### config.mk
export PLATFORM = sky130hd
export DESIGN_NAME = board_mode_arbiter_flat
export DESIGN_NICKNAME = d
export VERILOG_FILES = /design/src/rtl/board_mode_arbiter_if.sv /design/src/rtl/board_mode_arbiter.sv /design/src/flat_wrapper.sv
export SDC_FILE = /design/constraint.sdc
export NUM_CORES = 1
export LEC_CHECK = 0
export CAP_MARGIN = 0
export CORE_MARGIN = 1
export CORE_UTILIZATION = 39
export DETAILED_ROUTE_END_ITERATION = 12
export GPL_TIMING_DRIVEN = 0
export PLACE_DENSITY_LB_ADDON = 0.2
export SYNTH_ARGS = -nofsm -noshare
export SYNTH_HDL_FRONTEND = slang
export SYNTH_SLANG_ARGS = --single-unit
### constraint.sdc
create_clock -name sysclk -period 1.55 [get_ports sysclk]
set_clock_uncertainty 0.05 [all_clocks]
set_input_delay 0.31 -clock sysclk [delete_from_list [all_inputs] [get_ports sysclk]]
set_output_delay 0.31 -clock sysclk [all_outputs]
set_load 0.05 [all_outputs]
### src/rtl/board_mode_arbiter_if.sv
// ============================================================================
// Module : board_mode_arbiter_if
// Brief  : Bundle between the mode arbiter and the three board sources
//          (mode button, per-source busy/serial bits, enables, shared line,
//          mode LEDs, switching indicator). When MODE_TIMEOUT_EN is defined
//          it also carries the sticky timeout_flag.
// Rev    : 1.0 - initial release
// ============================================================================
`default_nettype none

interface board_mode_arbiter_if;
  logic       mode_btn;
  logic [2:0] src_busy;
  logic [2:0] src_out;
  logic [2:0] active;
  logic       out;
  logic [2:0] leds;
  logic       switching;
`ifdef MODE_TIMEOUT_EN
  logic       timeout_flag;
`endif

  // Arbiter side: consumes button and source status, drives enables and line.
  modport master (
    input  mode_btn, src_busy, src_out,
`ifdef MODE_TIMEOUT_EN
    output timeout_flag,
`endif
    output active, out, leds, switching
  );

  // Board side: the mirror image of the arbiter view.
  modport slave (
    output mode_btn, src_busy, src_out,
`ifdef MODE_TIMEOUT_EN
    input  timeout_flag,
`endif
    input  active, out, leds, switching
  );
endinterface

`default_nettype wire

### src/rtl/board_mode_arbiter.sv
// ============================================================================
// Module : board_mode_arbiter
// Brief  : Owns the shared serial line and mode select for keyboard (0),
//          wordboard (1) and tweetboard (2). A button press drains the current
//          frame, idles the line for GUARD_CYCLES, then enables the next mode.
//          Optional feature macro: MODE_TIMEOUT_EN (forced switch after
//          TIMEOUT_CYCLES of draining, sticky timeout_flag).
// Rev    : 1.0 - initial release
// ============================================================================
`default_nettype none

module board_mode_arbiter #(
  parameter int unsigned GUARD_CYCLES   = 16,
  parameter int unsigned TIMEOUT_CYCLES = 1_000_000,
  parameter logic        IDLE_LEVEL     = 1'b1
) (
  input  wire logic           sysclk,
  input  wire logic           reset,
  board_mode_arbiter_if.master bus
);

  localparam logic [1:0] S_RUN   = 2'd0;
  localparam logic [1:0] S_DRAIN = 2'd1;
  localparam logic [1:0] S_GUARD = 2'd2;

  localparam int unsigned GW = (GUARD_CYCLES > 1) ? $clog2(GUARD_CYCLES + 1) : 1;
  localparam logic [GW-1:0] GUARD_LAST = GW'(GUARD_CYCLES - 1);

`ifdef MODE_TIMEOUT_EN
  localparam int unsigned TW = (TIMEOUT_CYCLES > 1) ? $clog2(TIMEOUT_CYCLES + 1) : 1;
  localparam logic [TW-1:0] TIMEOUT_LAST = TW'(TIMEOUT_CYCLES - 1);
`endif

  logic [1:0]    state, state_nxt;
  logic [1:0]    mode, mode_nxt;
  logic          btn_q;
  logic          req;
  logic [GW-1:0] gcnt;
  logic          busy_sel;
  logic          src_sel;
  logic          guard_done;
  logic          line_nxt;
  logic          out_q;
`ifdef MODE_TIMEOUT_EN
  logic [TW-1:0] tcnt;
  logic          tflag;
  logic          timed_out;
`endif

  // One-hot of a mode value; the unused encoding enables nothing.
  function automatic logic [2:0] onehot(input logic [1:0] m);
    case (m)
      2'd0:    onehot = 3'b001;
      2'd1:    onehot = 3'b010;
      2'd2:    onehot = 3'b100;
      default: onehot = 3'b000;
    endcase
  endfunction

  // Rising-edge request; btn_q resets high so a held button is not a press.
  assign req = bus.mode_btn & ~btn_q;

  // Status and data of the currently selected source only.
  always_comb begin
    busy_sel = 1'b0;
    src_sel  = IDLE_LEVEL;
    case (mode)
      2'd0: begin busy_sel = bus.src_busy[0]; src_sel = bus.src_out[0]; end
      2'd1: begin busy_sel = bus.src_busy[1]; src_sel = bus.src_out[1]; end
      2'd2: begin busy_sel = bus.src_busy[2]; src_sel = bus.src_out[2]; end
      default: begin busy_sel = 1'b0; src_sel = IDLE_LEVEL; end
    endcase
  end

  assign guard_done = (state == S_GUARD) && (gcnt == GUARD_LAST);

`ifdef MODE_TIMEOUT_EN
  assign timed_out = (state == S_DRAIN) && busy_sel && (tcnt == TIMEOUT_LAST);
`endif

  // Next mode in rotation 0->1->2->0; the illegal code recovers to 0.
  always_comb begin
    mode_nxt = mode;
    if (guard_done) begin
      case (mode)
        2'd0:    mode_nxt = 2'd1;
        2'd1:    mode_nxt = 2'd2;
        default: mode_nxt = 2'd0;
      endcase
    end
  end

  // State and datapath registers, all reset synchronously to mode 0 / RUN.
  always_ff @(posedge sysclk) begin
    if (reset) begin
      state <= S_RUN;
      mode  <= 2'd0;
      btn_q <= 1'b1;
      gcnt  <= '0;
      out_q <= IDLE_LEVEL;
`ifdef MODE_TIMEOUT_EN
      tcnt  <= '0;
      tflag <= 1'b0;
`endif
    end else begin
      state <= state_nxt;
      mode  <= mode_nxt;
      btn_q <= bus.mode_btn;
      out_q <= line_nxt;
      gcnt  <= (state == S_GUARD && !guard_done) ? gcnt + 1'b1 : '0;
`ifdef MODE_TIMEOUT_EN
      tcnt  <= (state == S_DRAIN && busy_sel && !timed_out) ? tcnt + 1'b1 : '0;
      if (timed_out) tflag <= 1'b1;
`endif
    end
  end

  // Next-state logic; presses outside RUN are simply not looked at.
  always_comb begin
    state_nxt = state;
    case (state)
      S_RUN: begin
        if (req) state_nxt = S_DRAIN;
      end
      S_DRAIN: begin
        if (!busy_sel) state_nxt = S_GUARD;
`ifdef MODE_TIMEOUT_EN
        else if (timed_out) state_nxt = S_GUARD;
`endif
      end
      S_GUARD: begin
        if (guard_done) state_nxt = S_RUN;
      end
      default: state_nxt = S_RUN;
    endcase
  end

  // Output decode: the selected source owns the line in RUN and DRAIN only.
  always_comb begin
    bus.active    = 3'b000;
    bus.switching = 1'b0;
    line_nxt      = IDLE_LEVEL;
    case (state)
      S_RUN: begin
        bus.active = onehot(mode);
        line_nxt   = src_sel;
      end
      S_DRAIN: begin
        bus.active    = onehot(mode);
        bus.switching = 1'b1;
        line_nxt      = src_sel;
      end
      S_GUARD: begin
        bus.switching = 1'b1;
      end
      default: begin
        bus.active = 3'b000;
      end
    endcase
  end

  assign bus.leds = onehot(mode);
  assign bus.out  = out_q;
`ifdef MODE_TIMEOUT_EN
  assign bus.timeout_flag = tflag;
`endif

endmodule

`default_nettype wire

### src/flat_wrapper.sv
// flat-port wrapper written by rule: the top's interface ports become plain ports
module board_mode_arbiter_flat 
#(
  parameter int unsigned GUARD_CYCLES   = 16,
  parameter int unsigned TIMEOUT_CYCLES = 1_000_000,
  parameter logic        IDLE_LEVEL     = 1'b1
)
  (sysclk, reset, bus_mode_btn, bus_src_busy, bus_src_out, bus_active, bus_out, bus_leds, bus_switching);
  board_mode_arbiter_if bus_i ();
  input  wire logic sysclk;
  input  wire logic reset;
  input wire logic [$bits(bus_i.mode_btn)-1:0] bus_mode_btn;
  input wire logic [$bits(bus_i.src_busy)-1:0] bus_src_busy;
  input wire logic [$bits(bus_i.src_out)-1:0] bus_src_out;
  output wire logic [$bits(bus_i.active)-1:0] bus_active;
  output wire logic [$bits(bus_i.out)-1:0] bus_out;
  output wire logic [$bits(bus_i.leds)-1:0] bus_leds;
  output wire logic [$bits(bus_i.switching)-1:0] bus_switching;
  assign bus_i.mode_btn = bus_mode_btn;
  assign bus_i.src_busy = bus_src_busy;
  assign bus_i.src_out = bus_src_out;
  assign bus_active = bus_i.active;
  assign bus_out = bus_i.out;
  assign bus_leds = bus_i.leds;
  assign bus_switching = bus_i.switching;
  board_mode_arbiter #(.GUARD_CYCLES(GUARD_CYCLES), .TIMEOUT_CYCLES(TIMEOUT_CYCLES), .IDLE_LEVEL(IDLE_LEVEL)) u_core (.sysclk(sysclk), .reset(reset), .bus(bus_i));
endmodule
==> results.py, run 1 <==
metrics = {
    "setup_path": {
        "crit_path_end_kind": "primary output",
        "path_delay_family": "flip-flops",
        "cp-startpoint": "u_core.state[0]",
        "slowest_delay_ns": 0.37,
        "cp_common_cell": "buf_6",
        "critPathLaunchType": "flop",
        "required_ns": 1.19,
        "cp_max_fo": 3,
        "worstPathCellList": "inv_4 -> ha_4 -> nor2_4 -> buf_6 -> nor3_4 -> buf_6",
        "crit_arrival_ns": 1.26,
        "path_class": "reg2out",
        "timing.critical_path.buf_inv": 3,
        "cp_slowest_cell": "dfxtp_4",
        "r2r-start": "u_core.gcnt[1]",
    },
    "synthesis": {
        "ys_ff_latch": 11,
        "yosys.area.top_type": "dfxtp_1",
        "synth_cells": 62,
        "ys_types": 24,
        "synthFlopType": "dfxtp_1",
        "syn_area_um2": 546.8,
        "synth_edf_count": 0,
        "yosys.area.top_type_share_pct": 40.27,
        "ys_top_cells_by_area": "dfxtp_1 40%, ha_1 11%, nor2_1 8.2%, mux2i_1 5.5%, inv_1 4.8%",
        "ys_async_sr_fraction_pct": 0,
        "yosysSeqAreaShare_pct": 40.27,
        "syn_avg_cell_area_um2": 8.819,
        "synth_warnings": 0,
        "syn_nets": 76,
    },
    "floorplanning": {
        "die_h_um": 39.45,
        "fp.dieArea_um2": 1556,
        "initial_core_util_pct": 42.02,
        "io_pins": 17,
        "die_w_um": 39.45,
        "rows": 13,
        "core_area_um2": 1301,
    },
    "timing": {
        "worstMarginPinSlew_ns": 0.4820,
        "final_hold_viol_count": 0,
        "setup_viol": 6,
        "rsz0062_at_grt": "true",
        "report.final.slew_viol_count": 0,
        "fmax_mhz": 616.0,
        "maxSlewHeadroom_pct": 67.99,
        "fin_ws_ns": -0.07336,
        "min_period_ns": 1.623,
        "period_share_pct": 104.7,
    },
    "pwr": {
        "leakage_nw": 0.4006,
        "pwr-share-seq_pct": 27.1,
        "power_density_nw_per_um2": 1350,
        "pwr-share-comb_pct": 58.4,
        "internal-power_w": 0.0007967,
        "netSwitchingPower_w": 0.0005055,
        "max-vdd-ir-drop_mv": 0.6733,
        "swShare_pct": 38.82,
        "power.share.clock_pct": 14.5,
    },
    "clock_network": {
        "cts.sinks": 11,
        "cts_max_path_buffers": 2,
        "htree_levels": 1,
        "clock_latency_ns": 0.26,
        "cts_buffers": 3,
        "cts_root_buf": "clkbuf_4",
        "cts_tree": "done",
        "clk_pin_slew_ns": 0.07,
    },
    "global_routing": {
        "antenna_found_initial": 0,
        "grt_max_degree": 9,
        "grt.total_usage_pct": 17.87,
        "overflow": 0,
        "grt_pass1_wl_mm": 1.856,
        "grt_pass1_vias": 490,
    },
    "cells_and_area": {
        "diodes": 0,
        "nets": 110,
        "synthToLayoutAreaGrowth_pct": 76.43,
        "drive_gt1_share_pct": 50.53,
        "nFillCells": 93,
        "instances_no_fill": 110,
        "fin_util_pct": 74.13,
    },
    "status": {
        "violations": "negative setup slack",
        "outcome": "finished, violations left",
    },
    "detailed_routing": {
        "num_vias": 510,
        "drt-wirelength-per-cell_um": 11.66,
        "antenna_left": 0,
        "drc": 0,
        "drt-total-wl_mm": 1.283,
        "vias_per_cell": 4.636,
        "drtIter0Drc": 4,
        "detail_route.first_pass.iterations": 4,
    },
    "place": {
        "portBuffers": 16,
        "globalplace.congestion": 0.7214,
        "hpwlAfterDp_um": 762.3,
        "dp.cells": 93,
    },
    "worst_hold_path": {
        "hold_class": "reg2reg",
        "min-delay-start": "u_core.gcnt[0]",
    },
    "flow_run": {
        "drv_cap": 0,
    },
}
==> registers in the layout (all words and copies together) (netlist names) <==
register        count
u_core.mode         2
u_core.gcnt         5
u_core.state        2
u_core.btn_q        1
u_core.bus.out      1
==> area by class of cell <==
class,count,area (um^2),area share (%)
timing repair buffer,29,256.5,26.59
sequential,11,232.7,24.12
buffer,1,11.26,1.167
tap,15,18.77,1.946
inverter,7,31.28,3.243
multi-input combinational,43,387.9,40.21
clock buffer,4,26.28,2.724
==> cell families after synthesis <==
group	synth area share [%]
and+or+nand+nor	22.43
DFF	40.27
buffers and inverters	6.866
AOI/OAI and AO/OA	8.237
adders and majority gates	11.44
muxes	7.552
xor gates and xnor gates	3.204
==> final timing paths <==
check / to / slack [ns] / cells past startpoint
worst max register to register: u_core.state[0] / -0.03 / 7
worst min register to register: u_core.gcnt[0] / 0.47 / 2
worst min-delay path: u_core.gcnt[0] / 0.47 / 2
worst max-delay path: bus_active[0] / -0.07 / 6
==> layout by cell type (no fill, tap or decap) <==
cell type / count
ha_4: 4
or2_2: 1
buf_2: 2
a21oi_1: 1
dfxtp_1: 5
nor2_1: 10
inv_4: 2
nand3b_1: 1
or2b_4: 1
mux2_2: 1
o221a_1: 1
dlygate4sd2_1: 1
nand2b_1: 1
buf_6: 5
xor2_1: 1
nor3_4: 1
o22ai_1: 1
clkdlybuf4s50_1: 8
buf_4: 13
clkbuf_1: 1
and3_4: 1
inv_1: 3
buf_8: 1
o21ai_1: 1
a22o_1: 1
xnor2_1: 1
a21oi_2: 1
nor2b_4: 2
inv_2: 2
nand2_1: 4
nor2_4: 2
dfxtp_4: 2
clkbuf_4: 3
mux2i_1: 3
dfxtp_2: 4
nand3_1: 2
ha_1: 1
==> cell usage after synthesis, types with 2 or more instances <==
cell type	count
ha_1	5
nand2_1	4
nand3_1	2
nor2b_1	2
dfxtp_1	11
mux2i_1	3
inv_1	7
nor2_1	12
==> per-stage QoR <==
stage | area [um^2] | setup TNS [ns] | total power, W | setup slack (ns) | hold slack, ns
2_1_floorplan | 580.6 | -0.008575 | 0.0006881 | -0.004671 | 0.3324
3_3_place_gp | 759.5 | -3.419 | 0.0008042 | -0.7184 | 0.3838
3_5_place_dp | 759.5 | -3.582 | 0.0008129 | -0.7335 | 0.3910
4_1_cts | 938.4 | -0.2800 | 0.001262 | -0.1230 | 0.4705
5_1_grt | 964.7 | -0.5559 | 0.001367 | -0.1357 | 0.4896
6_report | 964.7 | -0.2476 | 0.001302 | -0.07336 | 0.4704
==> what timing repair did <==
item | CTS | global route
pin swaps | 7 | 4
buffers inserted | 10 | 3
hold buffers | 0 | 0
resized for setup | 71 | 3
setup endpoints to repair | 10 | 8
cloned | 0 | 0
==> power by group through the flow <==
| stage | clock network (W) | logic (W) | registers, W |
|---|---|---|---|
| after floorplan | 0 | 0.000339 | 0.000349 |
| after global placement | 0 | 0.000466 | 0.000338 |
| after detailed placement | 0 | 0.000476 | 0.000337 |
| after CTS | 0.000196 | 0.000716 | 0.000351 |
| after global routing | 0.000209 | 0.000801 | 0.000357 |
| final | 0.000188 | 0.000760 | 0.000353 |
==> tightest hold or removal path: cells and delay by family, from the launching register on <==
kind / cells / cell delay [ns]
flops: 1 / 0.35
buf+inv: 1 / 0.11
simple gates: 1 / 0.03
==> layer usage <==
| layer | share of wire [%] | global-route usage [%] |
|---|---|---|
| met2 | 49 | 33.20 |
| met5 | 0 | 0 |
| met4 | 0.47 | 2.586 |
| met3 | 3.6 | 6.818 |
| met1 | 47 | 19.03 |
(Power assumes the default switching activity.)
==> inputs of run 2 (changes only) <==
--- a/config.mk
+++ b/config.mk
@@ -9,6 +9,7 @@
 export CORE_MARGIN = 1
 export CORE_UTILIZATION = 39
 export DETAILED_ROUTE_END_ITERATION = 12
+export GPL_ROUTABILITY_DRIVEN = 0
 export GPL_TIMING_DRIVEN = 0
 export PLACE_DENSITY_LB_ADDON = 0.2
 export SYNTH_ARGS = -nofsm -noshare
==> results of run 2 <==
No change in the layout: final DEF, timing and power equal those of run 1.
